**config.mk**
```make
export PLATFORM = sky130hd
export DESIGN_NAME = prv32_mdu_seq
export DESIGN_NICKNAME = d
export VERILOG_FILES = /design/src/rtl/prv32_mdu_pkg.sv /design/src/rtl/prv32_mdu_iter.sv /design/src/rtl/prv32_mdu_seq.sv
export SDC_FILE = /design/constraint.sdc
export NUM_CORES = 1
export LEC_CHECK = 0
export BUFFER_PORTS_ARGS = -buffer_cell sky130_fd_sc_hd__clkbuf_2
export CAP_MARGIN = 20
export CORE_MARGIN = 4
export CORE_UTILIZATION = 25
export CTS_CLUSTER_SIZE = 8
export DETAILED_ROUTE_END_ITERATION = 10
export GPL_TIMING_DRIVEN = 1
export MAX_ROUTING_LAYER = met4
export PLACE_DENSITY_LB_ADDON = 0.2
export REMOVE_ABC_BUFFERS = 1
export SYNTH_ARGS = -nofsm -noshare
export SYNTH_HDL_FRONTEND = slang
export SYNTH_SLANG_ARGS = --single-unit
export TNS_END_PERCENT = 5
```
**constraint.sdc**
```tcl
create_clock -name clk -period 9.6 [get_ports clk]
set_input_delay 1.92 -clock clk [delete_from_list [all_inputs] [get_ports clk]]
set_output_delay 1.92 -clock clk [all_outputs]
set_load 0.02 [all_outputs]
```
**src/rtl/prv32_mdu_pkg.sv**
```systemverilog
// prv32_mdu_pkg: shared definitions for the sequential RV32M unit.
// Holds funct3 op codes, FSM states, default XLEN and op decode helpers.
package prv32_mdu_pkg;

    localparam int XLEN_DEF = 32;

    localparam logic [2:0] MDU_MUL    = 3'b000;
    localparam logic [2:0] MDU_MULH   = 3'b001;
    localparam logic [2:0] MDU_MULHSU = 3'b010;
    localparam logic [2:0] MDU_MULHU  = 3'b011;
    localparam logic [2:0] MDU_DIV    = 3'b100;
    localparam logic [2:0] MDU_DIVU   = 3'b101;
    localparam logic [2:0] MDU_REM    = 3'b110;
    localparam logic [2:0] MDU_REMU   = 3'b111;

    typedef enum logic [1:0] {
        S_IDLE = 2'd0,
        S_CALC = 2'd1,
        S_DONE = 2'd2
    } mdu_state_t;

    function automatic logic is_div(input logic [2:0] op);
        return op[2];
    endfunction

    function automatic logic is_rem(input logic [2:0] op);
        return op[2] & op[1];
    endfunction

    function automatic logic is_signed_a(input logic [2:0] op);
        logic s;
        s = 1'b0;
        unique case (op)
            MDU_MULH, MDU_MULHSU, MDU_DIV, MDU_REM: s = 1'b1;
            default: s = 1'b0;
        endcase
        return s;
    endfunction

    function automatic logic is_signed_b(input logic [2:0] op);
        logic s;
        s = 1'b0;
        unique case (op)
            MDU_MULH, MDU_DIV, MDU_REM: s = 1'b1;
            default: s = 1'b0;
        endcase
        return s;
    endfunction

endpackage

```
**src/rtl/prv32_mdu_iter.sv**
```systemverilog
// prv32_mdu_iter: one combinational step of shift-add multiply or
// restoring divide. Ports: div_mode, acc (hi:lo), opnd, acc_next.
module prv32_mdu_iter
    import prv32_mdu_pkg::*;
#(
    parameter int XLEN = XLEN_DEF
) (
    input  logic                div_mode,
    input  logic [2*XLEN-1:0]   acc,
    input  logic [XLEN-1:0]     opnd,
    output logic [2*XLEN-1:0]   acc_next
);

    logic [XLEN:0] mul_sum;
    logic [XLEN:0] rem_sh;
    logic [XLEN:0] rem_diff;
    logic          rem_ge;

    // Multiply: acc = {partial, multiplier}; add multiplicand on lsb,
    // then shift right keeping the carry.
    assign mul_sum = {1'b0, acc[2*XLEN-1:XLEN]}
                   + (acc[0] ? {1'b0, opnd} : '0);

    // Divide: acc = {remainder, dividend}; shift left one bit and try
    // to subtract the divisor. The shifted remainder needs XLEN+1 bits.
    assign rem_sh   = acc[2*XLEN-1:XLEN-1];
    assign rem_ge   = rem_sh >= {1'b0, opnd};
    assign rem_diff = rem_sh - {1'b0, opnd};

    always_comb begin
        acc_next = '0;
        if (div_mode) begin
            if (rem_ge)
                acc_next = {rem_diff[XLEN-1:0], acc[XLEN-2:0], 1'b1};
            else
                acc_next = {acc[2*XLEN-2:0], 1'b0};
        end else begin
            acc_next = {mul_sum, acc[XLEN-1:1]};
        end
    end

endmodule

```
**src/rtl/prv32_mdu_seq.sv**
```systemverilog
// prv32_mdu_seq: multi-cycle RV32M mul/div with req/resp valid-ready.
// Ports: clk, rst, req_*, resp_*, busy; kill with PRV32_MDU_KILL_EN.
module prv32_mdu_seq
    import prv32_mdu_pkg::*;
#(
    parameter int XLEN = XLEN_DEF
) (
    input  logic            clk,
    input  logic            rst,
    input  logic            req_valid,
    output logic            req_ready,
    input  logic [2:0]      req_op,
    input  logic [XLEN-1:0] req_a,
    input  logic [XLEN-1:0] req_b,
    output logic            resp_valid,
    input  logic            resp_ready,
    output logic [XLEN-1:0] resp_data,
    output logic            busy
`ifdef PRV32_MDU_KILL_EN
    ,
    input  logic            kill
`endif
);

    localparam int CW = $clog2(XLEN) + 1;

    mdu_state_t        state;
    mdu_state_t        state_next;
    logic [2:0]        op_q;
    logic              neg_q;
    logic [XLEN-1:0]   opnd_q;
    logic [2*XLEN-1:0] acc_q;
    logic [2*XLEN-1:0] acc_next;
    logic [CW-1:0]     cnt_q;
    logic              kill_i;

`ifdef PRV32_MDU_KILL_EN
    assign kill_i = kill;
`else
    assign kill_i = 1'b0;
`endif

    logic            accept;
    logic            sa;
    logic            sb;
    logic [XLEN-1:0] a_mag;
    logic [XLEN-1:0] b_mag;
    logic            b_zero;
    logic            ovf;
    logic            fast;
    logic [XLEN-1:0] fast_val;

    assign req_ready  = (state == S_IDLE) & ~kill_i;
    assign resp_valid = (state == S_DONE);
    assign busy       = (state != S_IDLE);
    assign accept     = req_valid & req_ready;

    assign sa    = is_signed_a(req_op) & req_a[XLEN-1];
    assign sb    = is_signed_b(req_op) & req_b[XLEN-1];
    assign a_mag = sa ? -req_a : req_a;
    assign b_mag = sb ? -req_b : req_b;

    assign b_zero = (req_b == '0);
    assign ovf    = is_signed_b(req_op) & is_div(req_op)
                  & (req_a == {1'b1, {(XLEN-1){1'b0}}})
                  & (&req_b);
    assign fast   = is_div(req_op) & (b_zero | ovf);

    // Divide by zero: quotient all ones, remainder = a.
    // Signed overflow: quotient = a (most negative), remainder 0.
    always_comb begin
        fast_val = '0;
        if (b_zero)
            fast_val = is_rem(req_op) ? req_a : '1;
        else
            fast_val = is_rem(req_op) ? '0 : req_a;
    end

    prv32_mdu_iter #(.XLEN(XLEN)) u_iter (
        .div_mode (is_div(op_q)),
        .acc      (acc_q),
        .opnd     (opnd_q),
        .acc_next (acc_next)
    );

    logic [2*XLEN-1:0] prod_fix;
    logic [XLEN-1:0]   dv;
    logic [XLEN-1:0]   dv_fix;
    logic [XLEN-1:0]   result;

    assign prod_fix = neg_q ? -acc_q : acc_q;
    assign dv       = is_rem(op_q) ? acc_q[2*XLEN-1:XLEN]
                                   : acc_q[XLEN-1:0];
    assign dv_fix   = neg_q ? -dv : dv;

    always_comb begin
        result = '0;
        if (is_div(op_q))
            result = dv_fix;
        else if (op_q == MDU_MUL)
            result = prod_fix[XLEN-1:0];
        else
            result = prod_fix[2*XLEN-1:XLEN];
    end

    always_ff @(posedge clk or posedge rst) begin
        if (rst)
            state <= S_IDLE;
        else
            state <= state_next;
    end

    always_comb begin
        state_next = state;
        unique case (state)
            S_IDLE: begin
                if (accept)
                    state_next = fast ? S_DONE : S_CALC;
            end
            S_CALC: begin
                if (kill_i)
                    state_next = S_IDLE;
                else if (cnt_q == '0)
                    state_next = S_DONE;
            end
            S_DONE: begin
                if (kill_i || resp_ready)
                    state_next = S_IDLE;
            end
            default: state_next = S_IDLE;
        endcase
    end

    // XLEN iterations, then a dedicated cycle (counter at 0) registers
    // the sign fix-up so the negate is not chained after the adder.
    always_ff @(posedge clk or posedge rst) begin
        if (rst) begin
            op_q      <= '0;
            neg_q     <= 1'b0;
            opnd_q    <= '0;
            acc_q     <= '0;
            cnt_q     <= '0;
            resp_data <= '0;
        end else if (state == S_IDLE && accept) begin
            op_q   <= req_op;
            neg_q  <= is_rem(req_op) ? sa : (sa ^ sb);
            opnd_q <= is_div(req_op) ? b_mag : a_mag;
            acc_q  <= {{XLEN{1'b0}}, is_div(req_op) ? a_mag : b_mag};
            cnt_q  <= CW'(XLEN);
            if (fast)
                resp_data <= fast_val;
        end else if (state == S_CALC && !kill_i) begin
            if (cnt_q != '0) begin
                acc_q <= acc_next;
                cnt_q <= cnt_q - 1'b1;
            end else begin
                resp_data <= result;
            end
        end
    end

endmodule
```
After elaboration in Yosys (flattened, before gate mapping)
Cells that the tools add are included.
Storage, ports and cells
  register bits: 140
  input bits: 71
  output and inout bits: 35
  word-level logic and storage cells: 86
Operators by class
  add/subtract/negate cells: 7
  order comparisons: 1
  eq/ne operators: 12
  multiplexer cells: 33
  bitwise logic cells: 11
  reduce and logical (&&, ||, !) cells: 15
Operators with widths (number)
  $mux 32: 16
  $mux 64: 6
  $neg 32->32: 3
  $neg 64->64: 1
  $add 32x32->33: 1
  $ge 33x32->1: 1
  $eq 32x32->1 const B: 1
  $logic_not 32->1: 1
  $reduce_and 32->1: 1
  $sub 32x32->32: 1
  $mux 6: 3
  $and 1x1->1: 9
  $mux 2: 4
  $eq 3x3->1 const B: 2
  $logic_not 6->1: 1
  $ne 2x2->1 const B: 3
  $pmux 2 s3: 1
  $reduce_and 3->1: 2
  $reduce_bool 2->1: 3
  $reduce_bool 6->1: 1
  $sub 6x1->6 const B: 1
  $ne 2x1->1 const B: 2
  $reduce_or 4->1: 1
  $eq 3x1->1 const B: 1
  other kinds (11): 13

Longest topological paths before layout
Gate-level depths: netlist of the first run.
  depth in word-level cells: 11
  depth in mapped cells: 15
  gate-level depth less buffers: 13

Modules after synthesis
A second synthesis of the first run with hierarchy kept.
Second synthesis, totals
  cell total of the unflattened synthesis: 2300
  area, all modules: 17175.2 um^2
Modules (own cells, without submodules)
  prv32_mdu_seq: times used 1, cells an instance 1588, area an instance 12238.0 um^2, seq. area each 3503.4 um^2
  prv32_mdu_iter: times used 1, cells an instance 712, area an instance 4937.2 um^2, seq. area each 0.0 um^2

Worst setup path after synthesis of the first run
OpenSTA, ideal clock, no wires.
  path type: input -> register
  start: input port req_b[11]
  end: register resp_data[1]
  setup time: 0.142 ns
  arrival time: 4.423 ns
  required time: 9.458 ns
  setup slack: 5.035 ns
  cell stages on the path: 11
  path buffers: 3
  cell sequence: or4_1 > or4_1 > buf_2 > nor4b_4 > and2_1 > a21oi_1 > a22o_1 > clkbuf_1 > clkbuf_1 > nand2_1 > o221ai_1
Between the ends
  word-level cells in the longest chain between the ends: 6
  elaborated cells between the ends (all ways): 10
  classes of those cells: eq/ne: 1; mux: 3; bitwise: 3; reduce/logical: 3
RTL lines
  start, declared: RTL line prv32_mdu_seq.sv:14  | input logic [XLEN-1:0] req_b,
  $reduce_and 32->1: RTL line prv32_mdu_seq.sv:66  | & (&req_b);
  $and 1x1->1: RTL line prv32_mdu_seq.sv:66
  $or 1x1->1: RTL line prv32_mdu_seq.sv:67  | assign fast = is_div(req_op) & (b_zero | ovf);
  $and 1x1->1: RTL line prv32_mdu_seq.sv:67
  $ne 2x2->1 (no source line)
  $reduce_and 3->1 (no source line)
  end signal, assigned: RTL line prv32_mdu_seq.sv:151  | resp_data <= fast_val;
  end signal, assigned: RTL line prv32_mdu_seq.sv:157  | resp_data <= result;
  end, declared: RTL line prv32_mdu_seq.sv:17  | output logic [XLEN-1:0] resp_data,
Several ways; a longest one is shown, not always the timed one. The select of a mux whose other input is x is not followed.
A chain may end at the register's enable or synchronous reset.

Worst setup path in the final report of the first run
  start: input port req_b[2]
  end: register resp_data[29]
The elaborated chain is that of the path after synthesis.

==> metrics, run 1 <==
status complete, no violations; clock sink count 140; Root Buffer clkbuf_16; Layout Nets 2265; Starting Density 0.255; commonest non-fill, non-tap cell in the layout o21ai_0; origin of the critical flop-to-flop path op_q[1]$_DFFE_PP0P_; post-synthesis sequential area ratio 0.221; slowest CP cell nor4_1; DRC 0; setup bufs post-CTS 0; setup_tns 0 ns; IO Port Bufs 105; clk_lat worst skew 0.46 ns; worst vdd ir 0.160 mV; GRT Overall Usage 0.200; syn_area_per_cell 7.37 sq um; Setup-failing EPs final 0; Avg WL per Cell 22.5 microns; worst-case reg-to-reg path depth 11; fmax 177 MHz; Die Ht 260 microns; Least-Margin Pin Slew 1.08 ns; RSZ-0062 raised after global routing false; DR vias 16321; Top Ports 106; Post-synth EDFFs 0; initial antenna violation count 2; max incr delay on CP 0.75 ns; core area 0.0622 sq mm; vias in the first global route 15816; clock buffer depth 2; CP Data Arrival Time 6.00 ns; max_slew headroom 0.261; Detailed Route Iter0 Violations 1265; Post-Syn Instances 2147; Crit. End Element register; MaxCap Viol Count 0; HPWL Detailed 51000 microns; CTS tree built; pin count of the biggest net entering global routing 87; most frequent cells in the layout 206 x o21ai_0, 196 x nand2_1, 194 x nor2_1; Yosys reg bits 140; Die ar. 0.0674 sq mm; first-pass GRT wire length 101000 microns; fin. max-slew vios 0; share of cells above drive strength 1 0.0956; CP Class input pin to register; Num CTS Buffers 17; Power Density 412 mW/mm^2; final WL 67000 microns; grt total ovfl 0; P_leak 6.94 nW; ys async rst share 1.00; final clock period utilization by the worst path 0.589; # resized after CTS 0; hold_ws 0.491 ns; Setup Skew 0.0128 ns; CP required 9.94 ns; Worst Setup EP resp_data[29]$_DFFE_PP0P_; reg2reg end resp_data[30]$_DFFE_PP0P_; synthesized cell area 0.0158 sq mm; crit path launch req_b[2]; ys flop type dfrtp_1; Crit Path Max Fanout 17; Critical Path Source Type input pin; Tot Pwr 7.20 mW; CTS clock-pin slew for the worst setup and hold paths 0.07 ns; Netlist cell types 85; Pre-antenna DRT Iters 7; CTS H-tree lvls 4; fin crit period 5.66 ns; global placement routability congestion 0.912; cells along the critical path clkbuf_2 -> nor4_1 -> nand4b_1 -> nor3_1 -> nand3_1 -> a21oi_2 -> nand2b_1 -> a21oi_1 -> a2111oi_1; Die Width 260 microns; via density per instance 5.49; Reg2Reg Setup Slack 5.04 ns; final hold vios 0; Rows 91; antenna viol nets, final 0; synth-to-layout area growth 10.5%; Yosys warnings 0; Tightest Hold Check Type register to register; # hold bufs at CTS 0
-- metrics by stage --
step / instance area, sq um / worst slack [ns] / instances / util
2_1_floorplan: 15100 / 3.28 / 1972 / -
3_3_place_gp: 16900 / 3.61 / 2938 / 0.271
3_5_place_dp: 16900 / 3.53 / 2938 / 0.271
4_1_cts: 17500 / 4.00 / 2970 / 0.281
5_1_grt: 17500 / 3.65 / 2972 / 0.281
6_report: 17500 / 3.94 / 2973 / 0.281
-- worst max-delay path, delay by kind of cell --
kind,cells,cell delay (ns)
and+or+nand+nor,5,2.81
buffers and inverters,1,0.13
AOI/OAI and AO/OA,3,1.12
-- worst min-delay path by stage --
stage,from,endpoint,slack (ns),cells after the start
after global placement,opnd_q[15]$_DFFE_PP0P_,opnd_q[15]$_DFFE_PP0P_,0.47,2
after CTS,resp_data[1]$_DFFE_PP0P_,resp_data[1]$_DFFE_PP0P_,0.49,2
after global routing,resp_data[5]$_DFFE_PP0P_,resp_data[5]$_DFFE_PP0P_,0.53,1
after detailed placement,resp_data[1]$_DFFE_PP0P_,resp_data[1]$_DFFE_PP0P_,0.47,2
final,opnd_q[2]$_DFFE_PP0P_,opnd_q[2]$_DFFE_PP0P_,0.49,2
after floorplan,opnd_q[11]$_DFFE_PP0P_,opnd_q[11]$_DFFE_PP0P_,0.45,2
-- power breakdown --
group | internal (mW) | switching (mW) | leakage (nW)
clock network | 0.434 | 0.290 | 0.297
registers | 0.889 | 0.615 | 1.66
logic | 1.89 | 3.08 | 4.98
total | 3.22 | 3.98 | 6.94
-- sequential cells by signal (all words and copies together) (netlist names) --
register   cells
acc_q         64
state          2
op_q           3
neg_q          1
resp_data     32
cnt_q          6
opnd_q        32
-- cell usage after synthesis (6+ instances only) --
| master | n | area, sq um |
|---|---|---|
| a211o_1 | 13 | 114 |
| a211oi_1 | 27 | 203 |
| a21boi_0 | 9 | 67.6 |
| a21o_1 | 41 | 308 |
| a21oi_1 | 190 | 951 |
| a22oi_1 | 7 | 52.6 |
| a31oi_1 | 29 | 181 |
| a41oi_1 | 6 | 52.6 |
| and2_1 | 7 | 43.8 |
| and3_1 | 14 | 87.6 |
| buf_1 | 15 | 56.3 |
| buf_2 | 7 | 35.0 |
| buf_6 | 8 | 90.1 |
| clkbuf_1 | 140 | 526 |
| dfrtp_1 | 140 | 3500 |
| ha_1 | 71 | 888 |
| inv_1 | 70 | 263 |
| mux2i_1 | 75 | 751 |
| nand2_1 | 197 | 739 |
| nand2b_1 | 19 | 119 |
| nand3_1 | 43 | 215 |
| nand4_1 | 26 | 163 |
| nor2_1 | 196 | 736 |
| nor3_1 | 68 | 340 |
| nor4_1 | 21 | 131 |
| o211ai_1 | 80 | 601 |
| o21a_1 | 18 | 135 |
| o21ai_0 | 206 | 1030 |
| o21bai_1 | 7 | 52.6 |
| o221ai_1 | 9 | 78.8 |
| o311ai_0 | 7 | 61.3 |
| o31ai_1 | 36 | 270 |
| o41ai_1 | 14 | 123 |
| or2_2 | 11 | 68.8 |
| or3_1 | 22 | 138 |
| or4_1 | 12 | 90.1 |
| xnor2_1 | 110 | 963 |
| xor2_1 | 83 | 727 |
-- logic make-up (layout without fill, tap and decap cells) --
group                      Yosys count  after routing  share of synthesized area
AOI/OAI and AO/OA                  751            751                      0.300
adders and majority gates           73             73                     0.0587
muxes                               77             77                     0.0488
xor gates and xnor gates           193            193                      0.107
and+or+nand+nor                    668            668                      0.201
buffers and inverters              245            232                     0.0642
DFF                                140            140                      0.221
other                                0              2                          0
-- metal layers --
metal / up-vias / track usage / wire length, microns / share of wire
met3: 89 / 0.0289 / 3650 / 0.054
met4: 0 / 0.0657 / 1970 / 0.029
met5: - / - / 0 / 0
met2: 497 / 0.315 / 30800 / 0.46
li1: 7780 / - / - / -
met1: 7955 / 0.264 / 30600 / 0.46
-- final cells by class --
type,instances,area (sq um)
Sequential cell,140,3510
Fill cell,6840,44700
Clock inverter,11,140
Timing Repair Buffer,130,713
Clock buffer,21,480
Inverter,70,268
Tap cell,837,1050
Antenna cell,2,5.00
Multi-Input combinational cell,1762,11300
(Power assumes the default switching activity.)
==> run 2, diff against run 1 <==
Clock period 9.6 ns to 5.4 ns, I/O delays scaled along.
==> run 2 against run 1 <==
  * Sequential power rose by 77%
  * Hold slack got worse by 0.0030 ns
  * Core utilization rose by 0.29 points
  * Register-to-register slack got worse by 4.0 ns
  * Power rose by 79%
  * Sequential share of layout area fell by 0.21 points
  * Setup slack got worse by 2.9 ns
  * Routed wire length barely moved
==> metrics, run 2 (synthesis gave the netlist of run 1 again) <==
Num CTS Buffers 17; multi-input logic area 0.0113 sq mm; CTS clock-pin slew for the worst setup and hold paths 0.07 ns; final clock period utilization by the worst path 0.807; post-route setup slack 1.04 ns; MaxCap Viol Count 0; via density per instance 5.47; Met1 Wirelength 31100 microns; Layout Nets 2286; CTS H-tree lvls 4; first-pass GRT wire length 101000 microns; HPWL Detailed 51900 microns; Root Buffer clkbuf_16; Top Layer Used met4; Least-Margin Pin Slew 0.877 ns; Die ar. 0.0674 sq mm; Tightest Hold Check Type register to register; Die Ht 260 microns; Detailed Route Iter0 Violations 1439; met3 wire len 3210 microns; pre-CTS WS 0.694 ns; core area 0.0622 sq mm; Largest Register acc_q; pin count of the biggest net entering global routing 83; FILL cells 6913; max_slew headroom 0.408; worst vdd ir 0.215 mV; antenna viol nets, final 0; most frequent cells in the layout 206 x o21ai_0, 196 x nand2_1, 195 x nor2_1; commonest non-fill, non-tap cell in the layout o21ai_0; Pre-antenna DRT Iters 5; CP Data Arrival Time 4.70 ns; Critical Path Source Type register; vias in the first global route 15760; Die Width 260 microns; CP Class register to register; Non-Filler Instances 2993; CP required 5.74 ns; setup bufs post-CTS 0; Seq. cell area 0.00351 sq mm; Top Ports 106; max reg flops 64; Avg WL per Cell 22.4 microns; status complete, no violations; Crit Path Max Fanout 22; DR vias 16359; fin. max-slew vios 0; clock sink count 140; final hold vios 0; GRT Overall Usage 0.200; P_leak 7.05 nW; # resized after CTS 0; Rows 91; Setup Skew 0.0170 ns; Setup-failing EPs final 0; Layout Utilization 0.284; grt total ovfl 0; Crit. End Element register; met2 WL 30800 microns; global placement routability congestion 0.909; fin crit period 4.36 ns; DRC 0; clk_lat worst skew 0.47 ns; final WL 67000 microns; CTS tree built; Power Density 728 mW/mm^2; clock buffer depth 2; biggest regs acc_q (64), opnd_q (32), resp_data (32); IO Port Bufs 105; initial antenna violation count 0; share of cells above drive strength 1 0.104; fmax 229 MHz; synth-to-layout area growth 11.6%; Tot Pwr 12.9 mW; RSZ-0062 raised after global routing false; Starting Density 0.255; placed cell count 2959; # hold bufs at CTS 0
==> run 2: path summary, 6_finish.rpt <==
| kind | start | end | slack [ns] | depth (start not counted) |
|---|---|---|---|---|
| setup / recovery | acc_q[0]$_DFFE_PP0P_ | acc_q[60]$_DFFE_PP0P_ | 1.04 | 12 |
| hold / removal | opnd_q[16]$_DFFE_PP0P_ | opnd_q[16]$_DFFE_PP0P_ | 0.49 | 2 |
| setup reg to reg | acc_q[0]$_DFFE_PP0P_ | acc_q[60]$_DFFE_PP0P_ | 1.04 | 12 |
| hold reg to reg | opnd_q[16]$_DFFE_PP0P_ | opnd_q[16]$_DFFE_PP0P_ | 0.49 | 2 |
| max in group asynchronous | rst | acc_q[52]$_DFFE_PP0P_ | 3.58 | 3 |
| min in group asynchronous | rst | opnd_q[31]$_DFFE_PP0P_ | 0.70 | 2 |
==> run 2: metrics by stage <==
step                TNS (ns)  instance area (sq um)  hold slack, ns
floorplan             -10.33                  15100           0.450
global placement           0                  17000           0.468
detailed placement         0                  17000           0.475
CTS                        0                  17600           0.494
global route               0                  17700           0.525
finish                     0                  17700           0.488
==> run 2: worst max-delay path: stages (launching register included) <==
cell and delay (ns):
dfrtp_1 0.50, inv_1 0.34, buf_4 0.35, nor2_1 0.09, ha_1 0.37, and3b_1 0.24, o311ai_0 0.73, a21oi_1 0.21
o21a_1 0.28, a221o_1 0.42, a311o_1 0.39, a32oi_1 0.19, o211ai_1 0.11
==> run 2: power by group <==
| part | internal [mW] | switching [mW] |
|---|---|---|
| combinational | 3.46 | 5.43 |
| sequential | 1.58 | 1.07 |
| clock | 0.771 | 0.542 |
| total | 5.81 | 7.04 |
==> run 2: area by class of cell <==
type | count | share of cell area
multi-input combinational | 1762 | 0.641
sequential | 140 | 0.199
tap | 837 | 0.0593
timing repair buffer | 151 | 0.0510
clock buffer | 17 | 0.0241
inverter | 70 | 0.0152
clock inverter | 14 | 0.0109
antenna | 2 | 0.000283
==> run 2: routing by layer <==
layer | track usage | vias to the layer above
li1 | - | 7843
met1 | 0.270 | 7953
met2 | 0.318 | 494
met5 | - | -
met3 | 0.0188 | 69
met4 | 0.0648 | 0
